File: src/rtl/adc_responder.sv
// adc_responder
// Behavioural stand-in for an 8-channel, 12-bit SPI ADC (LTC2308-style).
// It answers an external ADC master: a CONVST pulse starts a conversion,
// then 12 SCK cycles shift the result out on SDO while a 6-bit config word
// arrives on SDI. That config word selects the channel and coding for the
// *next* conversion.
//
// Ports
//   clk         system clock; every flop uses its rising edge
//   reset_n     synchronous, active-low reset
//   ch_values   eight 12-bit channel values, channel n at [12n+11:12n]
//   ADC_CONVST  conversion start from the master (asynchronous pin)
//   ADC_SCK     serial clock from the master (asynchronous pin)
//   ADC_SDI     config bits from the master, MSB first (asynchronous pin)
//   ADC_SDO     result bits to the master, MSB first
//   cfg_chan    channel decoded from the last complete frame
//   cfg_valid   one-cycle pulse when a complete frame is accepted
//   frame_err   one-cycle pulse when a frame is aborted by an early CONVST
//
// Handshake: there is no valid/ready pair. The master owns the timing. It
// starts a frame with a CONVST rise, starts shifting with the CONVST fall,
// and shifts 12 bits on SCK. SDO changes on the synchronized SCK fall, so the
// master can sample it on the SCK rise. Each SCK phase must last at least
// 4 clk cycles.
module adc_responder #(
    parameter int SYNC_STAGES = 2
) (
    input  logic        clk,
    input  logic        reset_n,
    input  logic [95:0] ch_values,
    input  logic        ADC_CONVST,
    input  logic        ADC_SCK,
    input  logic        ADC_SDI,
    output logic        ADC_SDO,
    output logic [2:0]  cfg_chan,
    output logic        cfg_valid,
    output logic        frame_err
);

    localparam logic [1:0] ST_IDLE  = 2'd0;
    localparam logic [1:0] ST_CONV  = 2'd1;
    localparam logic [1:0] ST_SHIFT = 2'd2;
    localparam logic [1:0] ST_DONE  = 2'd3;

    // Synchronizer chains. In each stage the bit order is {CONVST, SCK, SDI}.
    logic [SYNC_STAGES-1:0][2:0] sync_q, sync_d;
    logic [1:0]  prev_q;              // last synchronized {CONVST, SCK}
    logic [2:0]  pins_s;

    logic [1:0]  state_q, state_d;
    logic [3:0]  bit_cnt_q, bit_cnt_d;
    logic [5:0]  cfg_sr_q, cfg_sr_d;
    logic [11:0] result_q, result_d;
    logic [2:0]  chan_q, chan_d;
    logic        uni_q, uni_d;
    logic [2:0]  cfg_chan_q, cfg_chan_d;
    logic        cfg_valid_q, cfg_valid_d;
    logic        frame_err_q, frame_err_d;
    logic        sdo_q, sdo_d;

    logic        conv_rise, conv_fall, sck_rise, sck_fall;
    logic [6:0]  sel_base;
    logic [11:0] latch_val;
    logic [2:0]  dec_chan;

    always_comb begin
        sync_d[0] = {ADC_CONVST, ADC_SCK, ADC_SDI};
        for (int i = 1; i < SYNC_STAGES; i++) begin
            sync_d[i] = sync_q[i-1];
        end
    end

    assign pins_s    = sync_q[SYNC_STAGES-1];
    assign conv_rise =  pins_s[2] & ~prev_q[1];
    assign conv_fall = ~pins_s[2] &  prev_q[1];
    assign sck_rise  =  pins_s[1] & ~prev_q[0];
    assign sck_fall  = ~pins_s[1] &  prev_q[0];

    // The bit offset of the selected channel is chan*12, computed as
    // chan*8 + chan*4.
    assign sel_base  = {1'b0, chan_q, 3'b000} + {2'b00, chan_q, 2'b00};
    // Bipolar coding flips the MSB. This turns offset binary into two's
    // complement.
    assign latch_val = ch_values[sel_base +: 12] ^ (uni_q ? 12'h000 : 12'h800);

    // Config word layout is {S/D, O/S, S1, S0, UNI, SLP}. SLP has no effect
    // here. In differential mode O/S is forced to 0 in the channel number.
    assign dec_chan  = cfg_sr_q[5] ? {cfg_sr_q[3], cfg_sr_q[2], cfg_sr_q[4]}
                                   : {cfg_sr_q[3], cfg_sr_q[2], 1'b0};

    always_comb begin
        state_d     = state_q;
        bit_cnt_d   = bit_cnt_q;
        cfg_sr_d    = cfg_sr_q;
        result_d    = result_q;
        chan_d      = chan_q;
        uni_d       = uni_q;
        cfg_chan_d  = cfg_chan_q;
        cfg_valid_d = 1'b0;
        frame_err_d = 1'b0;
        sdo_d       = sdo_q;
        case (state_q)
            ST_IDLE: begin
                if (conv_rise) begin
                    result_d = latch_val;
                    state_d  = ST_CONV;
                end
            end
            ST_CONV: begin
                if (conv_fall) begin
                    state_d   = ST_SHIFT;
                    bit_cnt_d = 4'd0;
                    cfg_sr_d  = 6'd0;
                    sdo_d     = result_q[11];
                end
            end
            ST_SHIFT: begin
                // A CONVST rise takes priority over any SCK edge in the
                // same cycle. It aborts the frame, and the partial config
                // is discarded.
                if (conv_rise) begin
                    frame_err_d = 1'b1;
                    result_d    = latch_val;
                    state_d     = ST_CONV;
                    sdo_d       = 1'b0;
                end else if (sck_rise) begin
                    if (bit_cnt_q < 4'd6) begin
                        cfg_sr_d = {cfg_sr_q[4:0], pins_s[0]};
                    end
                    bit_cnt_d = bit_cnt_q + 4'd1;
                    if (bit_cnt_q == 4'd11) begin
                        state_d = ST_DONE;
                        sdo_d   = 1'b0;
                    end
                end else if (sck_fall && bit_cnt_q >= 4'd1 && bit_cnt_q <= 4'd11) begin
                    sdo_d = result_q[4'd11 - bit_cnt_q];
                end
            end
            ST_DONE: begin
                chan_d      = dec_chan;
                uni_d       = cfg_sr_q[1];
                cfg_chan_d  = dec_chan;
                cfg_valid_d = 1'b1;
                sdo_d       = 1'b0;
                state_d     = ST_IDLE;
            end
            default: begin
                state_d = ST_IDLE;
                sdo_d   = 1'b0;
            end
        endcase
    end

    always_ff @(posedge clk) begin
        if (!reset_n) begin
            sync_q      <= '0;
            prev_q      <= 2'b00;
            state_q     <= ST_IDLE;
            bit_cnt_q   <= 4'd0;
            cfg_sr_q    <= 6'd0;
            result_q    <= 12'd0;
            chan_q      <= 3'd0;
            uni_q       <= 1'b1;
            cfg_chan_q  <= 3'd0;
            cfg_valid_q <= 1'b0;
            frame_err_q <= 1'b0;
            sdo_q       <= 1'b0;
        end else begin
            sync_q      <= sync_d;
            prev_q      <= pins_s[2:1];
            state_q     <= state_d;
            bit_cnt_q   <= bit_cnt_d;
            cfg_sr_q    <= cfg_sr_d;
            result_q    <= result_d;
            chan_q      <= chan_d;
            uni_q       <= uni_d;
            cfg_chan_q  <= cfg_chan_d;
            cfg_valid_q <= cfg_valid_d;
            frame_err_q <= frame_err_d;
            sdo_q       <= sdo_d;
        end
    end

    assign ADC_SDO   = sdo_q;
    assign cfg_chan  = cfg_chan_q;
    assign cfg_valid = cfg_valid_q;
    assign frame_err = frame_err_q;

endmodule

File: config.mk
export PLATFORM = sky130hd
export DESIGN_NAME = adc_responder
export DESIGN_NICKNAME = d
export VERILOG_FILES = /design/src/rtl/adc_responder.sv
export SDC_FILE = /design/constraint.sdc
export NUM_CORES = 1
export LEC_CHECK = 0
export CORE_ASPECT_RATIO = 0.75
export CORE_MARGIN = 2
export CORE_UTILIZATION = 35
export CTS_CLUSTER_SIZE = 28
export DETAILED_ROUTE_END_ITERATION = 8
export PLACE_DENSITY_LB_ADDON = 0.08
export REMOVE_ABC_BUFFERS = 1
export SYNTH_ARGS = -nofsm -noshare
export SYNTH_HDL_FRONTEND = slang
export SYNTH_SLANG_ARGS = --single-unit
File: constraint.sdc
create_clock -name clk -period 2.6 [get_ports clk]
set_clock_uncertainty 0.05 [all_clocks]
set_input_delay 0.52 -clock clk [delete_from_list [all_inputs] [get_ports clk]]
set_output_delay 0.52 -clock clk [all_outputs]
set_load 0.01 [all_outputs]
==> out/metrics.cfg, run 1 <==
[outcome]
outcome=finished, final reports clean

[power]
p_clk_share_pct=41.6
p_switching_mw=0.392
cellLeakagePower_nw=1.92
p_int_mw=1.31
switching_share_pct=23.1
combPwrFrac_pct=21.7
sequentialPowerShare_pct=36.7
ir_worst_vdd_v=0.000299
pwr_density_cell_nw_per_um2=301

[placement]
port_buffers=106
post-place-ws_ns=0.0472
gp_congestion=0.871
dpl.hpwl_um=9450

[sta]
fin_crit_sh_pct=98.0
rsz0062_at_grt=yes
hold_viol=0
slew_headroom_pct=60.1
fin_hold_ws_ns=0.383
slew_violations=0
worst_pin_slew_ns=0.595
layout_min_cycle_time_ns=2.55
setup_violations=0
setup_slack_ns=0.0508
setup_tns_ns=0
clock.fmax_ghz=0.392

[die]
core_area_sq_um=11100
die-area_sq_um=12400
die_h_um=97
io-pin-count=107
start_util_pct=36.5
rows=33
die_x_um=128

[final_layout]
area_growth_pct=39.8
fin_nets=591
fin_util_pct=51.0
drive_above_1_share_pct=25.7
num_antenna_cells=0

[synthesis]
synthTopCellsByCount=mux4_2 (50), dfxtp_1 (39), mux2i_1 (31)
synth.largest_area_cell=mux4_2
synth_compound_area_share_pct=10.6
muxShareOfSynthArea_pct=48.3
synthesis.area_per_instance_sq_um=11.2
synthAdderAreaFrac_pct=3.91
synth-seq-area-share_pct=19.3
synth-simple-area-share_pct=10.8
yosys_register_bits=39
synthTopCellsByArea=mux4_2 (28%), dfxtp_1 (19%), mux4_1 (9.1%)
synth_edf_count=0
synthCells=361
synth_xor_area_share_pct=1.33
synthArstFlopShare_pct=0
netlist_area_sq_um=4040
yosysUniqueCellTypes=42
ys_warn_count=0
synth_top_family_by_area=multiplexers
yosysMostFrequentCell=mux4_2
synth_top_area_share_pct=27.9
synth_ff_type=dfxtp_1

[critical_path]
crit_family=simple AND/OR/NAND/NOR gates
cp.required_ns=2.75
cp-end-kind=register
arrival_ns=2.70
crit_top_cell=or3_1
path_buf_inv=3
start_kind=register
cp_slowest_stage_delay_ns=0.53
crit_path_top_delay_cell=fa_2
path_cells=ha_4 > inv_2 > fa_2 > buf_6 > clkbuf_16 > or3_1 > and3_4 > or3_1 > a31oi_1
worstSetupPathType=reg2reg
cp_max_fo=11

[clock_network]
cts_num_sinks=39
cts_tree=built
root_buffer=clkbuf_16
cts.htree.levels=2
cts-buffers-inserted=5
clockBufferDepth=2
clk_latency_ns=0.28
cts.clk_slew.worst_paths_ns=0.06

[drt]
detail-route-antenna-nets=0
drt_iter0_drc=310
wl_per_cell_um=20.1
drt-pass1-iter-count=5
drc_errors=0
via_per_inst=5.95
routed_wl_um=12500
num_vias=3684

[global_routing]
grt_usage_pct=19.7
antenna_found_initial=0
use_met1_pct=28.9
top_usage_layer=met2
grt_overflow_total=0
met2_usage_pct=31.3
grt_start_max_net_pins=72
grt_pass1_vias=3600
use_met3_pct=3.43
grt_pass1_wl_um=19600

[flow_run]
maxCapViolCount=0

[hold_path]
min_path_type=reg2reg

==> layout by cell type (no fill, tap or decap), types with 10 or more instances in the layout <==
| cell type | count |
|---|---|
| clkdlybuf4s50_1 | 106 |
| mux4_2 | 51 |
| dfxtp_1 | 37 |
| mux2i_1 | 31 |
| buf_4 | 26 |
| o21ai_0 | 22 |
| nor2_1 | 21 |
| a21oi_1 | 20 |
| nand2_1 | 17 |
| mux4_1 | 13 |
| nand3_1 | 13 |
| mux2_2 | 13 |
| nand2b_1 | 10 |
| ha_1 | 10 |
==> path summary, 6_finish.rpt <==
kind / start / to / slack [ns] / cells after the start
min: sync_d[5] / pins_s[2] / 0.38 / 1
min reg2reg: sync_d[5] / pins_s[2] / 0.38 / 1
max reg2reg: cfg_chan[0] / result_q[11] / 0.05 / 9
max: cfg_chan[0] / result_q[11] / 0.05 / 9
==> kinds of logic after synthesis <==
family                     count (synthesis)
xor gates and xnor gates                   4
AOI/OAI and AO/OA                         72
and+or+nand+nor                           86
buffers and inverters                     40
adders and majority gates                 12
muxes                                    108
DFF                                       39
==> stage by stage <==
step                power, mW  cell area, sq um  cells
floorplan               0.770              3840    331
global placement        0.997              5330    604
detailed placement      0.999              5330    604
CTS                      1.71              5500    612
global route             1.77              5640    619
finish                   1.70              5640    619
==> routing by layer <==
| metal | vias to the layer above | part of all wire [%] |
|---|---|---|
| met2 | 148 | 45 |
| met5 | - | 0 |
| met4 | 0 | 1.4 |
| met1 | 1848 | 47 |
| met3 | 15 | 6.3 |
| li1 | 1673 | - |
==> sequential cells by signal, summed over array words and instances (netlist names) <==
signal     cells
cfg_valid      1
uni_q          1
prev_q         2
frame_err      1
bit_cnt_q      4
state_q        2
sync_d         3
pins_s         3
cfg_chan       3
cfg_sr_q       6
ADC_SDO        1
result_q      12
==> timing repair <==
action                                  in CTS  in global routing
endpoints found under the hold margin        0                  0
endpoints found under the setup margin       0                  7
gates resized for setup                      0                 17
setup buffers                                0                  5
hold buffers                                 0                  0
==> power by group through the flow <==
| stage | registers (mW) | logic [mW] | clock network [mW] |
|---|---|---|---|
| 2_1_floorplan | 0.633 | 0.136 | 0 |
| 3_3_place_gp | 0.637 | 0.360 | 0 |
| 3_5_place_dp | 0.637 | 0.362 | 0 |
| 4_1_cts | 0.623 | 0.365 | 0.720 |
| 5_1_grt | 0.624 | 0.393 | 0.751 |
| 6_report | 0.623 | 0.369 | 0.706 |
==> area by class of cell <==
cell class,count,area (sq um)
Inverter,10,37.5
Sequential cell,39,788
Tap cell,140,175
Clock buffer,5,125
Clock inverter,3,43.8
Timing Repair Buffer,140,1400
Fill cell,1026,5420
Multi-Input combinational cell,282,3070
==> worst reg2reg max path, cell delays in order, from the launching register on <==
cell and delay, ns:
dfxtp_4 0.36, ha_4 0.16, inv_2 0.05, fa_2 0.53
buf_6 0.17, clkbuf_16 0.16, or3_1 0.35, and3_4 0.17
or3_1 0.30, a31oi_1 0.17
Note: power is estimated with default switching activity, not from simulation.
==> inputs of run 2 (changes only) <==
--- a/config.mk
+++ b/config.mk
@@ -6,9 +6,8 @@
 export NUM_CORES = 1
 export LEC_CHECK = 0
 export CORE_ASPECT_RATIO = 0.75
-export CORE_MARGIN = 2
 export CORE_UTILIZATION = 35
-export CTS_CLUSTER_SIZE = 28
+export CTS_CLUSTER_SIZE = 14
 export DETAILED_ROUTE_END_ITERATION = 8
 export PLACE_DENSITY_LB_ADDON = 0.08
 export REMOVE_ABC_BUFFERS = 1
==> out/metrics.cfg, run 2 (synthesis gave the netlist of run 1 again) <==
[power]
power_mw=1.69  ; -0.32%
combPwrFrac_pct=21.6  ; about the same
ir_worst_vdd_v=0.000265  ; -11%
p_int_mw=1.31  ; about the same
p_switching_mw=0.385  ; -1.7%
p_clk_share_pct=41.6  ; about the same
cellLeakagePower_nw=1.91  ; -0.83%
switching_share_pct=22.8  ; -0.31 points
sequentialPowerShare_pct=36.8  ; about the same
pwr_density_cell_nw_per_um2=302  ; +0.37%

[placement]
gp_congestion=0.868  ; -0.34%
port_buffers=106  ; unchanged
dpl.hpwl_um=9160  ; -3.1%
dp.cells=603  ; -0.17%

[drt]
drt-pass1-iter-count=5  ; unchanged
detail-route-antenna-nets=0  ; unchanged
num_vias=3582  ; -2.8%
drc_errors=0  ; unchanged
drt_iter0_drc=175  ; -44%
routed_wl_um=11800  ; -5.6%
wl_per_cell_um=19.1  ; -5.0%
via_per_inst=5.82  ; -2.1%

[critical_path]
crit_top_cell=mux4_2
path_cells=ha_4 > inv_2 > fa_2 > buf_12 > mux4_2 > mux4_2 > a21oi_2 > nor2_1
timing.rr.start=cfg_chan[1]
cp.required_ns=2.73  ; -0.02 ns
path_buf_inv=2  ; -1
crit_family=multiplexers
cp_slowest_stage_delay_ns=0.55  ; +0.02 ns
worstSetupPathType=reg2reg
cp-end-kind=register
cp_max_fo=8  ; -3
crit_path_top_delay_cell=fa_2
arrival_ns=2.67  ; -0.03 ns
start_kind=register
startpoint=cfg_chan[1]

[sta]
setup_tns_ns=0  ; unchanged
clock.fmax_ghz=0.394  ; +0.41%
worst_pin_slew_ns=0.560  ; -0.0347 ns
slew_violations=0  ; unchanged
fin_hold_ws_ns=0.383  ; -0.0000440 ns
fin_crit_sh_pct=97.6  ; -0.40 points
slew_headroom_pct=62.5  ; +2.3 points
hold_viol=0  ; unchanged
layout_min_cycle_time_ns=2.54  ; -0.0104 ns
setup_violations=0  ; unchanged

[clock_network]
cts_num_sinks=39  ; unchanged
cts_tree=built
cts-buffers-inserted=5  ; unchanged
clockBufferDepth=2  ; unchanged
root_buffer=clkbuf_16
clk_latency_ns=0.28  ; about the same
cts.htree.levels=2  ; unchanged
cts.clk_slew.worst_paths_ns=0.06  ; about the same

[global_routing]
grt_pass1_vias=3557  ; -1.2%
antenna_found_initial=0  ; unchanged
grt_usage_pct=20.1  ; +0.35 points
grt_overflow_total=0  ; unchanged
grt_start_max_net_pins=72  ; unchanged
grt_pass1_wl_um=18800  ; -4.1%

[outcome]
outcome=finished, final reports clean

[hold_path]
hold_start=sync_d[5]
min_path_type=reg2reg

[die]
rows=33  ; unchanged
die-area_sq_um=12000  ; -3.6%
die_h_um=95  ; -2.1%
io-pin-count=107  ; unchanged
core_area_sq_um=11100  ; unchanged
start_util_pct=36.5  ; unchanged
die_x_um=126  ; -1.6%

[final_layout]
layout_common_cells=clkdlybuf4s50_1 (106), mux4_2 (51), dfxtp_1 (37)
finalNonFillerCells=615  ; -0.65%
num_antenna_cells=0  ; unchanged
reg.largest.list=result_q x12, cfg_sr_q x6, bit_cnt_q x4
final_common_cell=clkdlybuf4s50_1
largest_register_ffs=12  ; unchanged
drive_above_1_share_pct=24.0  ; -1.7 points
area_growth_pct=38.8
largest_register=result_q
fin_nets=587  ; -0.68%
fin_util_pct=50.6  ; -0.35 points

[flow_run]
maxCapViolCount=0  ; unchanged

## run 2: per-layer routing
metal / global-route usage (%) / vias to the layer above / wire length, um
met5: 0 / - / 0
met4: 3.82 / 0 / 109
met3: 3.57 / 13 / 716
met2: 32.3 / 125 / 5210
met1: 28.5 / 1777 / 5730
li1: - / 1667 / -
## run 2: final cells by class
class | instances | area [sq um]
Clock inverter | 3 | 43.8
Inverter | 10 | 37.5
Fill cell | 1016 | 5460
Sequential cell | 39 | 786
Multi-Input combinational cell | 282 | 3060
Timing Repair Buffer | 136 | 1380
Tap cell | 140 | 175
Clock buffer | 5 | 125
## run 2: worst register-to-register path, stage by stage (launching register included)
cell and delay, ns:
dfxtp_2 0.36, ha_4 0.13, inv_2 0.03, fa_2 0.55
buf_12 0.15, mux4_2 0.49, mux4_2 0.47, a21oi_2 0.15
nor2_1 0.05
## run 2: final timing paths
| path | end | cells past startpoint | slack [ns] |
|---|---|---|---|
| worst max register to register | result_q[6] | 8 | 0.06 |
| worst min-delay path | pins_s[2] | 1 | 0.38 |
| worst max-delay path | result_q[6] | 8 | 0.06 |
| worst min register to register | pins_s[2] | 1 | 0.38 |
## run 2: through the flow
stage,cell area [sq um],worst slack [ns]
CTS,5490,-0.00203
global placement,5320,0.0378
finish,5600,0.0611
global route,5600,-0.00899
floorplan,3840,-3.21
detailed placement,5320,0.00230
## run 2: what timing repair did
action | in CTS | in global routing
endpoints found under the setup margin | 2 | 8
hold buffers | 0 | 0
pin swaps | 0 | 3
buffers inserted | 0 | 2
cloned | 0 | 2
gates resized for setup | 1 | 9
## run 2: power by group through the flow
stage	clock network, mW	logic [mW]	registers [mW]
2_1_floorplan	0	0.136	0.633
5_1_grt	0.744	0.391	0.625
4_1_cts	0.721	0.364	0.623
6_report	0.704	0.365	0.623
3_3_place_gp	0	0.360	0.636
3_5_place_dp	0	0.361	0.636
